File: src/rtl/axis_collect.sv
// Purpose: gathers one word per input channel into one packed output word (skew monitor under AXIS_COLLECT_SKEW_CNT_EN).
// Latency: last channel frames at edge k, m_axis_tvalid high after edge k+1 (registered output).
// Backpressure: full slots hold with tready=0 while the output is stalled; empty slots still take one word each.
module axis_collect #(
    parameter int NUM_COLLECT = 6,
    parameter int DATA_WIDTH  = 128,
    parameter int SKEW_LIMIT  = 1024
) (
    input  logic                              s_axis_clk,
    input  logic                              s_axis_rstn,
    input  logic [NUM_COLLECT-1:0]            s_axis_tvalid,
    output logic [NUM_COLLECT-1:0]            s_axis_tready,
    input  logic [NUM_COLLECT*DATA_WIDTH-1:0] s_axis_tdata,
    output logic                              m_axis_tvalid,
    input  logic                              m_axis_tready,
    output logic [NUM_COLLECT*DATA_WIDTH-1:0] m_axis_tdata,
    output logic [31:0]                       skew_max,
    output logic                              skew_err
);
    localparam int N = NUM_COLLECT;
    localparam int W = DATA_WIDTH;
    localparam logic [31:0] SKEW_LIM = SKEW_LIMIT[31:0];

    logic [N-1:0]        held_q, held_d;
    logic [N-1:0][W-1:0] slot_q, slot_d;
    logic                out_valid_q, out_valid_d;
    logic [N*W-1:0]      out_data_q, out_data_d;
    logic                xfer;
    logic [N-1:0]        frame;

    always_comb begin
        xfer          = (&held_q) & (~out_valid_q | m_axis_tready);
        s_axis_tready = ~held_q | {N{xfer}};
        frame         = s_axis_tvalid & s_axis_tready;

        held_d = held_q;
        slot_d = slot_q;
        if (xfer) begin
            held_d = '0;
        end
        // A new word landing on the transfer cycle refills the slot for the next set.
        for (int n = 0; n < N; n++) begin
            if (frame[n]) begin
                held_d[n] = 1'b1;
                slot_d[n] = s_axis_tdata[n*W +: W];
            end
        end

        out_valid_d = out_valid_q;
        out_data_d  = out_data_q;
        if (xfer) begin
            out_valid_d = 1'b1;
            out_data_d  = slot_q;
        end else if (m_axis_tready) begin
            out_valid_d = 1'b0;
        end
    end

    always_ff @(posedge s_axis_clk or negedge s_axis_rstn) begin
        if (!s_axis_rstn) begin
            held_q      <= '0;
            slot_q      <= '0;
            out_valid_q <= 1'b0;
            out_data_q  <= '0;
        end else begin
            held_q      <= held_d;
            slot_q      <= slot_d;
            out_valid_q <= out_valid_d;
            out_data_q  <= out_data_d;
        end
    end

    assign m_axis_tvalid = out_valid_q;
    assign m_axis_tdata  = out_data_q;

`ifdef AXIS_COLLECT_SKEW_CNT_EN
    logic [31:0] cnt_q, cnt_d, cnt_inc;
    logic [31:0] max_q, max_d;
    logic        run_q, run_d;
    logic        err_q, err_d;
    logic        set_start;

    always_comb begin
        cnt_inc   = (&cnt_q) ? cnt_q : cnt_q + 32'd1;
        // A set begins when a word arrives while no set is pending in the slots.
        set_start = (~(|held_q) | xfer) & (|frame);
        cnt_d     = cnt_q;
        max_d     = max_q;
        run_d     = run_q;
        err_d     = err_q;
        if (run_q) begin
            cnt_d = cnt_inc;
            if (&held_d) begin
                run_d = 1'b0;
                if (cnt_inc > max_q) begin
                    max_d = cnt_inc;
                end
                if (cnt_inc > SKEW_LIM) begin
                    err_d = 1'b1;
                end
            end
        end else if (set_start) begin
            cnt_d = '0;
            run_d = ~(&held_d);
        end
    end

    always_ff @(posedge s_axis_clk or negedge s_axis_rstn) begin
        if (!s_axis_rstn) begin
            cnt_q <= '0;
            max_q <= '0;
            run_q <= 1'b0;
            err_q <= 1'b0;
        end else begin
            cnt_q <= cnt_d;
            max_q <= max_d;
            run_q <= run_d;
            err_q <= err_d;
        end
    end

    assign skew_max = max_q;
    assign skew_err = err_q;
`else
    logic unused_skew;
    assign unused_skew = ^SKEW_LIM;
    assign skew_max    = '0;
    assign skew_err    = 1'b0;
`endif

endmodule

File: config.mk
export PLATFORM = sky130hd
export DESIGN_NAME = axis_collect
export DESIGN_NICKNAME = d
export VERILOG_FILES = /design/src/rtl/axis_collect.sv
export SDC_FILE = /design/constraint.sdc
export NUM_CORES = 2
export LEC_CHECK = 0
export ABC_AREA = 1
export CAP_MARGIN = 20
export CORE_AREA = 5 5 614 616
export DETAILED_ROUTE_END_ITERATION = 8
export DIE_AREA = 0 0 619 621
export PLACE_DENSITY = 0.43
export SYNTH_ARGS = -nofsm -noshare
export SYNTH_HDL_FRONTEND = slang
export SYNTH_SLANG_ARGS = --single-unit
File: constraint.sdc
create_clock -name s_axis_clk -period 5.6 [get_ports s_axis_clk]
set_clock_uncertainty 0.05 [all_clocks]
set_input_delay 1.68 -clock s_axis_clk [delete_from_list [all_inputs] [get_ports s_axis_clk]]
set_output_delay 1.68 -clock s_axis_clk [all_outputs]
set_load 0.02 [all_outputs]
==> flow_summary.toml <==
[status]
status = "completed"

[worst_setup_path]
cp_data_arrival_time_ns = 3.64
crit_path_max_fanout = 14
worstSetupEndpointType = "output port"
r2r_slack_ns = 1.86
path_class = "input pin to output port"
cp.required_ns = 3.87
crit_path_start_kind = "input pin"

[global_routing]
grt_pass1_wl_um = 417000
track_usage_pct = 15.0
grt_max_degree = 231
antenna_found_initial = 129
grt_remaining_overflow = 0
grt_pass1_vias = 51400

[synth]
yosysUniqueCellTypes = 11
synth_area_leader_cell = "dfrtp_1"
syn-mean-instance-area_um2 = 9.05
synth_seq_area_share_pct = 64.3
synth_top_cell_area_share_pct = 64.3
ys_warn_count = 0
syn_inst = 6635
ys_seq_elements = 1543
syn-cell-area_um2 = 60100
netlist_top_cells_area = "dfrtp_1 (64%), nand2_1 (15%), nand3_1 (6.4%)"

[power_and_ir_drop]
fin_total_pwr_mw = 52.1
powerDensity_nw_per_um2 = 593
p_leak_nw = 41.5
ir_drop_mv = 0.378

[drt]
wirelength_um = 300000
drt-pass1-iter-count = 6
drt_iter0_drc = 3947
viasPerCell = 3.80
ant_nets = 0
drcViolationCount = 0
wire_per_inst_um = 22.7
via_count = 50300

[layout]
seqCellArea_um2 = 38600
final_core_utilization_pct = 23.7
fill_cells = 40000
nets = 8832
stdcell_area_um2 = 87900
drive_gt1_share_pct = 5.37
area_growth_pct = 46.3
stdcell_count = 13200
multiInputGateArea_um2 = 16700

[placement]
place_congestion = 0.925
dpl.cell_count = 12800
dpl_cell_area_um2 = 81100
port-buffer-count = 1551
dp_slack_ns = 0.112
dp_hpwl_um = 226000

[sta]
final-hold-violation-count = 0
finalWorstSetupSlack_ns = 0.226
fmax_ghz = 0.186
post-route-period-util_pct = 96.0
setup_viol = 0
final.setup.tns_ns = 0
relSlewSlack_pct = 17.9
rsz0062_at_grt = "no"
holdWs_ns = 0.417
drv_slew = 0
min_period_ns = 5.37
worst_pin_slew_ns = 1.23

[die]
io_pins = 1585
die_w_um = 619
row_count = 224
start_util_pct = 16.2
core_um2 = 371000
dieArea_um2 = 384000
die_y_um = 621

[job]
drv_cap = 0

[clock_tree]
cts_made_buffers = 195
clockBufferDepth = 4
clk_pin_slew_worst_paths_ns = 0.06
cts-root-buf = "clkbuf_16"
htreeDepth = 4
worstSkewPairLatency_ns = 0.87
clock_sinks = 1543
cts_tree = "yes"
post_cts_buffers = 0

[min_path]
hold_class = "flip-flop to flip-flop"
placed cells by master, fill, tap and decap left out:
cell type,instances
buf_12,37
buf_16,2
buf_4,64
buf_6,2
bufinv_16,11
clkbuf_1,36
clkbuf_16,198
clkbuf_8,53
clkdlybuf4s50_1,1542
clkinv_16,4
clkinv_2,31
clkinv_4,3
clkinv_8,1
clkinvlp_4,12
conb_1,33
dfrtp_1,1542
dfrtp_2,1
diode_2,41
inv_1,770
inv_16,1
inv_6,7
nand2_1,2315
nand2_4,12
nand3_1,768
nand3_4,1
nor2_2,1
o21ai_0,768
final cells by class:
type,instances,area share [%]
Antenna cell,41,0.117
Clock buffer,287,6.62
Timing Repair Buffer,1647,19.0
Multi-Input combinational cell,3898,19.0
Inverter,770,3.29
Tap cell,4972,7.08
Sequential cell,1543,43.9
Clock inverter,70,0.933
where the power goes:
part / total (mW) / internal (mW) / leakage (nW) / switching (mW)
clock: 13.1 / 7.73 / 3.25 / 5.35
sequential: 18.9 / 16.0 / 19.6 / 2.85
combinational: 20.1 / 7.13 / 18.7 / 13.0
routing by layer:
metal | share of wire (%) | GRT usage (%) | up-vias | wire, um
li1 | - | - | 23500 | -
met1 | 40 | 18.0 | 24800 | 120000
met2 | 49 | 25.9 | 1540 | 148000
met3 | 7.0 | 4.03 | 417 | 21000
met4 | 3.4 | 5.01 | 46 | 10100
met5 | 0.097 | 0 | - | 292
cell usage after synthesis:
library cell and count:
dfrtp_1 1543, inv_1 770, buf_4 33, buf_2 224
clkbuf_1 194, conb_1 1, nor2_1 1, nand3_1 769
buf_1 5, nand2_1 2327, o21ai_0 768
what timing repair did:
| action | in CTS | in global routing |
|---|---|---|
| resized for setup | 2 | 0 |
| endpoints found under the setup margin | 4 | 0 |
| hold buffers | 0 | 0 |
worst paths after layout:
path / cells past startpoint / endpoint / from
min: 2 / slot_q[480] / slot_q[480]
min reg2reg: 2 / slot_q[480] / slot_q[480]
max: 7 / s_axis_tready[4] / m_axis_tready
max reg2reg: 11 / slot_q[117] / held_q[0]
min in group asynchronous: 1 / slot_q[63] / s_axis_rstn
max in group asynchronous: 3 / m_axis_tdata[637] / s_axis_rstn
cell families (layout without fill, tap and decap cells):
logic type,Yosys count,in the layout,share of synthesized area [%]
and+or+nand+nor,3097,3097,21.0
DFF,1543,1543,64.3
other,1,74,0.00624
buffers and inverters,1226,2774,8.34
AOI/OAI and AO/OA,768,768,6.40
flip-flops by register name, indices dropped and copies added (netlist names):
register,count
m_axis_tvalid,1
m_axis_tdata,768
slot_q,768
held_q,6
critical path: stages:
cell and delay [ns]:
clkdlybuf4s50_1 0.47, inv_1 0.07, nand2_1 0.14, nand3_4 0.18, buf_4 0.25, nand2_4 0.14
clkdlybuf4s50_1 0.70
Note: power is estimated with default switching activity, not from simulation.
